--- src/rtl/scale_pkg.sv ---
// Shared encodings, step constants and request/config helpers for the
// frame-aligned scale-mode switch.
`timescale 1ns/1ps
package scale_pkg;

   typedef enum logic [1:0] {
      MODE_1X    = 2'd0,
      MODE_HALF  = 2'd1,
      MODE_ZOOM2 = 2'd2
   } mode_e;

   typedef enum logic [1:0] {
      ST_IDLE    = 2'd0,
      ST_PENDING = 2'd1,
      ST_BLANK   = 2'd2
   } state_e;

   // Source steps in unsigned 8.8 fixed point.
   localparam logic [15:0] STEP_1X    = 16'h0100;
   localparam logic [15:0] STEP_HALF  = 16'h0200;
   localparam logic [15:0] STEP_ZOOM2 = 16'h0080;

   typedef struct packed {
      logic  valid;
      mode_e mode;
   } req_t;

   function automatic req_t decode_req(input logic [2:0] en);
      req_t r;
      r = '{valid: 1'b0, mode: MODE_1X};
      case (en)
         3'b100:  r = '{valid: 1'b1, mode: MODE_1X};
         3'b010:  r = '{valid: 1'b1, mode: MODE_HALF};
         3'b001:  r = '{valid: 1'b1, mode: MODE_ZOOM2};
         default: r = '{valid: 1'b0, mode: MODE_1X};
      endcase
      return r;
   endfunction

   function automatic logic [15:0] step_of(input mode_e m);
      case (m)
         MODE_HALF:  return STEP_HALF;
         MODE_ZOOM2: return STEP_ZOOM2;
         default:    return STEP_1X;
      endcase
   endfunction

   // Half mode shrinks the output; 1:1 and centre-crop zoom keep source size.
   function automatic logic [11:0] dst_dim(input mode_e m, input logic [11:0] src);
      return (m == MODE_HALF) ? (src >> 1) : src;
   endfunction

endpackage

--- src/rtl/vs_edge_sync.sv ---
// Two-flop synchronizer for the asynchronous input vsync plus a registered
// one-cycle rising-edge pulse (3 sys_clk edges from vs_in rise to vs_rise).
`timescale 1ns/1ps
module vs_edge_sync (
   input  logic sys_clk,
   input  logic sys_rst_n,
   input  logic vs_in,
   output logic vs_rise
);

   logic sync_1;
   logic sync_2;
   logic sync_2_d;

   // NOTE: sequential state uses non-blocking assignments so every flop
   // samples the pre-edge value of its neighbour; blocking would collapse
   // the synchronizer chain into a single stage.
   always_ff @(posedge sys_clk or negedge sys_rst_n) begin
      if (!sys_rst_n) begin
         sync_1   <= 1'b0;
         sync_2   <= 1'b0;
         sync_2_d <= 1'b0;
         vs_rise  <= 1'b0;
      end else begin
         sync_1   <= vs_in;
         sync_2   <= sync_1;
         sync_2_d <= sync_2;
         vs_rise  <= sync_2 & ~sync_2_d;
      end
   end

endmodule

--- src/rtl/scale_mode_switch.sv ---
// Turns the one-hot scale request into scaler configuration applied only on
// an input vsync rising edge, then blanks the output for MUTE_FRAMES frames.
`timescale 1ns/1ps
module scale_mode_switch
   import scale_pkg::*;
#(
   parameter int SRC_W       = 1280,
   parameter int SRC_H       = 720,
   parameter int MUTE_FRAMES = 2
) (
   input  logic        sys_clk,
   input  logic        sys_rst_n,
   input  logic [2:0]  change_en,
   input  logic        vs_in,
   output logic [1:0]  scale_sel,
   output logic [11:0] dst_width,
   output logic [11:0] dst_height,
   output logic [15:0] h_step,
   output logic [15:0] v_step,
   output logic        cfg_update,
   output logic        mute,
   output logic        busy
);

   localparam logic [11:0] SRC_W12    = 12'(SRC_W);
   localparam logic [11:0] SRC_H12    = 12'(SRC_H);
   localparam logic [3:0]  LAST_FRAME = 4'(MUTE_FRAMES - 1);

   logic vs_rise;

   vs_edge_sync u_vs_edge_sync (
      .sys_clk   (sys_clk),
      .sys_rst_n (sys_rst_n),
      .vs_in     (vs_in),
      .vs_rise   (vs_rise)
   );

   state_e      state, state_nxt;
   mode_e       target, target_nxt;
   mode_e       last_req;
   mode_e       sel_q, sel_nxt;
   logic [3:0]  frame_cnt, frame_nxt;
   logic [11:0] width_nxt, height_nxt;
   logic [15:0] hstep_nxt, vstep_nxt;
   logic        update_nxt, mute_nxt;
   req_t        dec;
   mode_e       req_mode;

   // Invalid (non-one-hot) requests fall back to the last valid one.
   assign dec      = decode_req(change_en);
   assign req_mode = dec.valid ? dec.mode : last_req;

   // NOTE: every signal written here gets a default first, so no path leaves
   // a value unassigned and no latch is inferred.
   always_comb begin
      state_nxt  = state;
      target_nxt = target;
      frame_nxt  = frame_cnt;
      sel_nxt    = sel_q;
      width_nxt  = dst_width;
      height_nxt = dst_height;
      hstep_nxt  = h_step;
      vstep_nxt  = v_step;
      update_nxt = 1'b0;
      mute_nxt   = mute;

      case (state)
         ST_IDLE: begin
            if (req_mode != sel_q) begin
               target_nxt = req_mode;
               state_nxt  = ST_PENDING;
            end
         end
         ST_PENDING: begin
            if (req_mode == sel_q) begin
               state_nxt = ST_IDLE;
            end else begin
               // A request arriving with vs_rise wins over the older target.
               target_nxt = req_mode;
               if (vs_rise) begin
                  sel_nxt    = req_mode;
                  width_nxt  = dst_dim(req_mode, SRC_W12);
                  height_nxt = dst_dim(req_mode, SRC_H12);
                  hstep_nxt  = step_of(req_mode);
                  vstep_nxt  = step_of(req_mode);
                  update_nxt = 1'b1;
                  if (MUTE_FRAMES == 0) begin
                     state_nxt = ST_IDLE;
                  end else begin
                     mute_nxt  = 1'b1;
                     frame_nxt = 4'd0;
                     state_nxt = ST_BLANK;
                  end
               end
            end
         end
         ST_BLANK: begin
            if (vs_rise) begin
               if (frame_cnt == LAST_FRAME) begin
                  mute_nxt  = 1'b0;
                  state_nxt = ST_IDLE;
               end else begin
                  frame_nxt = frame_cnt + 4'd1;
               end
            end
         end
         default: state_nxt = ST_IDLE;
      endcase
   end

   always_ff @(posedge sys_clk or negedge sys_rst_n) begin
      if (!sys_rst_n) begin
         state      <= ST_IDLE;
         target     <= MODE_1X;
         last_req   <= MODE_1X;
         frame_cnt  <= 4'd0;
         sel_q      <= MODE_1X;
         dst_width  <= SRC_W12;
         dst_height <= SRC_H12;
         h_step     <= STEP_1X;
         v_step     <= STEP_1X;
         cfg_update <= 1'b0;
         mute       <= 1'b0;
         busy       <= 1'b0;
      end else begin
         state      <= state_nxt;
         target     <= target_nxt;
         last_req   <= req_mode;
         frame_cnt  <= frame_nxt;
         sel_q      <= sel_nxt;
         dst_width  <= width_nxt;
         dst_height <= height_nxt;
         h_step     <= hstep_nxt;
         v_step     <= vstep_nxt;
         cfg_update <= update_nxt;
         mute       <= mute_nxt;
         busy       <= (state_nxt != ST_IDLE);
      end
   end

   assign scale_sel = sel_q;

endmodule

--- config.mk ---
export PLATFORM = sky130hd
export DESIGN_NAME = scale_mode_switch
export DESIGN_NICKNAME = d
export VERILOG_FILES = /design/src/rtl/scale_pkg.sv /design/src/rtl/vs_edge_sync.sv /design/src/rtl/scale_mode_switch.sv
export SDC_FILE = /design/constraint.sdc
export NUM_CORES = 1
export LEC_CHECK = 0
export ABC_AREA = 1
export CAP_MARGIN = 20
export CORE_MARGIN = 3
export CORE_UTILIZATION = 37
export DETAILED_ROUTE_END_ITERATION = 8
export GPL_ROUTABILITY_DRIVEN = 0
export HOLD_SLACK_MARGIN = 0.02
export PLACE_DENSITY = 0.77
export SKIP_CTS_REPAIR_TIMING = 1
export SYNTH_ARGS = -nofsm -noshare
export SYNTH_HDL_FRONTEND = slang
export SYNTH_SLANG_ARGS = --single-unit
export TNS_END_PERCENT = 20
--- constraint.sdc ---
create_clock -name sys_clk -period 1.45 [get_ports sys_clk]
set_clock_uncertainty 0.2 [all_clocks]
set_input_delay 0.2175 -clock sys_clk [delete_from_list [all_inputs] [get_ports sys_clk]]
set_output_delay 0.2175 -clock sys_clk [all_outputs]
set_load 0.03 [all_outputs]
==> flow_metrics.tcl <==
set metrics [dict create \
    timing.final.hold_violations 0 \
    ios 67 \
    synth-edff-count 0 \
    placementRows 21 \
    critPathRequiredTime_ns 1.40 \
    hold_class "in2async" \
    placed_area_um2 1565 \
    seqPwrFrac_pct 27.8 \
    worst_r2r_endpoint "frame_cnt[0]" \
    nFillCells 348 \
    overflow 0 \
    clk_pin_slew_worst_paths_ns 0.07 \
    grt_max_degree 22 \
    fin_nets 208 \
    drc 0 \
    first_global_vias 762 \
    yosys-top-cells-count "buf_4, nand2_1, dfrtp_1" \
    syn2layout_area_growth_pct 22.05 \
    final_util_pct 48.94 \
    cts_max_level 1 \
    critPathLaunchType "register" \
    syn_inst 166 \
    syn_avg_cell_area_um2 8.442 \
    synth-simple-area-share_pct 23.93 \
    drive_gt1_share_pct 32.99 \
    finalCritPeriodShare_pct 98.83 \
    vias 971 \
    cts_tree "yes" \
    finalPower_mw 3.350 \
    fin_setup_tns_ns 0 \
    dieHeight_um 67.54 \
    grt_pass1_wl_um 3312 \
    synthMuxAreaShare_pct 0 \
    clockBufferDepth 2 \
    reg2regPathDepth 9 \
    wire_per_inst_um 9.519 \
    pwr_density_cell_nw_per_um2 1958 \
    max_freq_ghz 0.6978 \
    multi_input_area_um2 644.4 \
    detailedPlace.worstSlack_ns -0.4678 \
    synth_top_family_by_area "buffers and inverters" \
    synthXorXnorAreaFrac_pct 1.250 \
    ys.flop_type "dfrtp_1" \
    rr_startpoint "frame_cnt[0]" \
    synth_adder_area_share_pct 3.571 \
    crit_type "reg2reg" \
    swShare_pct 48.74 \
    synth.distinct_cells 21 \
    cp_max_fo 4 \
    clock_sinks 21 \
    die_area_um2 4562 \
    postRouteAntennaNets 0 \
    synth_area_leader_cell "dfrtp_1" \
    worstSkewPairLatency_ns 0.26 \
    synth_warnings 0 \
    drtIter0Drc 29 \
    p_int_mw 1.717 \
    synth_compound_area_share_pct 0.8929 \
    slew_viol_final 0 \
    design_area_um2 1710 \
    p_sw_mw 1.633 \
    finalWorstPathRequiredPeriod_ns 1.433 \
    ys_seq_area_share_pct 37.68 \
    fp.dieW_um 67.54 \
    cts_buffers 3 \
    antenna_cells 0 \
    run_status "completed" \
    setup_viol_count_final 0 \
    combPwrFrac_pct 61.2 \
    initial_utilization_pct 40.10 \
    synth_top_cell_area_share_pct 33.93 \
    synth_area_leaders "dfrtp_1, buf_4, nand2_1" \
    regToRegSetupSlack_ns 0.02 \
    avgViaCountPerCell 3.996 \
    async_reset_ff_share_pct 100.0 \
    drt_first_pass_iters 4 \
    place.port_buffers 26 \
    setup_slack_ns 0.01701 \
    power.share.clock_pct 11.0 \
    syn_area_um2 1401 \
    finalWirelength_um 2313 \
    cp.arrival_ns 1.39 \
    register_area_um2 528.0 \
    ir_drop_v 0.0005068 \
    place_hpwl_um 1737 \
    worstSetupEndpointType "register" \
    synth_seq_cells 21 \
    grt_setup_unrepaired "true" \
    core-area_um2 3495 \
    cts-root-buf "clkbuf_8" \
    leakage_nw 0.9855 \
    antenna_found_initial 0 \
    grt_usage_pct 9.544 \
    yosysMostFrequentCell "buf_4" \
    maxCapViolations 0 \
]
## final cells by class
class                      count  share of cell area (%)
tap                           46                   3.365
clock inverter                 1                  0.2926
clock buffer                   3                   2.414
multi-input combinational    117                   37.67
inverter                      15                   3.292
timing repair buffer          40                   22.09
sequential                    21                   30.87
## per-stage QoR
step	hold WS [ns]	cells
3_5_place_dp	0.1365	236
3_3_place_gp	0.1331	236
6_report	0.1011	243
2_1_floorplan	-0.2781	204
5_1_grt	0.1032	243
4_1_cts	0.1029	240
## cell families after synthesis
| logic type | Yosys count |
|---|---|
| other | 2 |
| adders and majority gates | 4 |
| buffers and inverters | 68 |
| and+or+nand+nor | 67 |
| AOI/OAI and AO/OA | 2 |
| DFF | 21 |
| xor gates and xnor gates | 2 |
## metal layers
| metal | vias up | wire, um | track usage [%] |
|---|---|---|---|
| met5 | - | 0 | 0 |
| met4 | 0 | 26 | 3.038 |
| met3 | 5 | 215 | 3.161 |
| met2 | 41 | 1188 | 15.80 |
| met1 | 433 | 883 | 11.63 |
| li1 | 492 | - | - |
## sequential cells by signal (all words and copies together) (netlist names)
register,flops
v_step,3
dst_height,1
scale_sel,2
busy,1
last_req,2
u_vs_edge_sync.vs_rise,1
mute,1
u_vs_edge_sync.sync_1,1
frame_cnt,4
u_vs_edge_sync.sync_2_d,1
cfg_update,1
state,2
u_vs_edge_sync.sync_2,1
## critical path, cell delays in order, from the launching register on
cell,delay [ns]
dfrtp_1,0.39
ha_2,0.19
nand2_2,0.06
nand2_2,0.05
inv_2,0.07
nor2_4,0.04
nor2_4,0.12
nand2_2,0.10
nand2_1,0.07
nand2_1,0.05
## placed cells by master, fill, tap and decap left out, drive strengths merged, types with 4 or more instances in the layout
master	count
ha	4
nand3	13
dlymetal6s2s	7
conb	40
nand2	37
inv	15
buf	31
nor2	12
dfrtp	19
nand4	6
## power groups by stage
| stage | Clock (mW) | Sequential [mW] | Combinational, mW |
|---|---|---|---|
| finish | 0.370 | 0.931 | 2.05 |
| global route | 0.414 | 0.961 | 2.21 |
| CTS | 0.388 | 0.922 | 1.92 |
| detailed placement | 0 | 0.930 | 1.92 |
| global placement | 0 | 0.925 | 1.89 |
| floorplan | 0 | 1.12 | 1.24 |
## worst max path at each step
stage | start | depth (start not counted) | end | slack [ns]
after CTS | v_step[7] | 1 | v_step[7] | -0.27
final | frame_cnt[0] | 9 | frame_cnt[0] | 0.02
after floorplan | frame_cnt[1] | 10 | frame_cnt[0] | -0.01
after global routing | frame_cnt[0] | 9 | frame_cnt[2] | -0.08
after detailed placement | change_en[1] | 12 | scale_sel[0] | -0.47
after global placement | change_en[2] | 11 | frame_cnt[1] | -0.44
No activity file was read; power rests on OpenSTA's default activity.
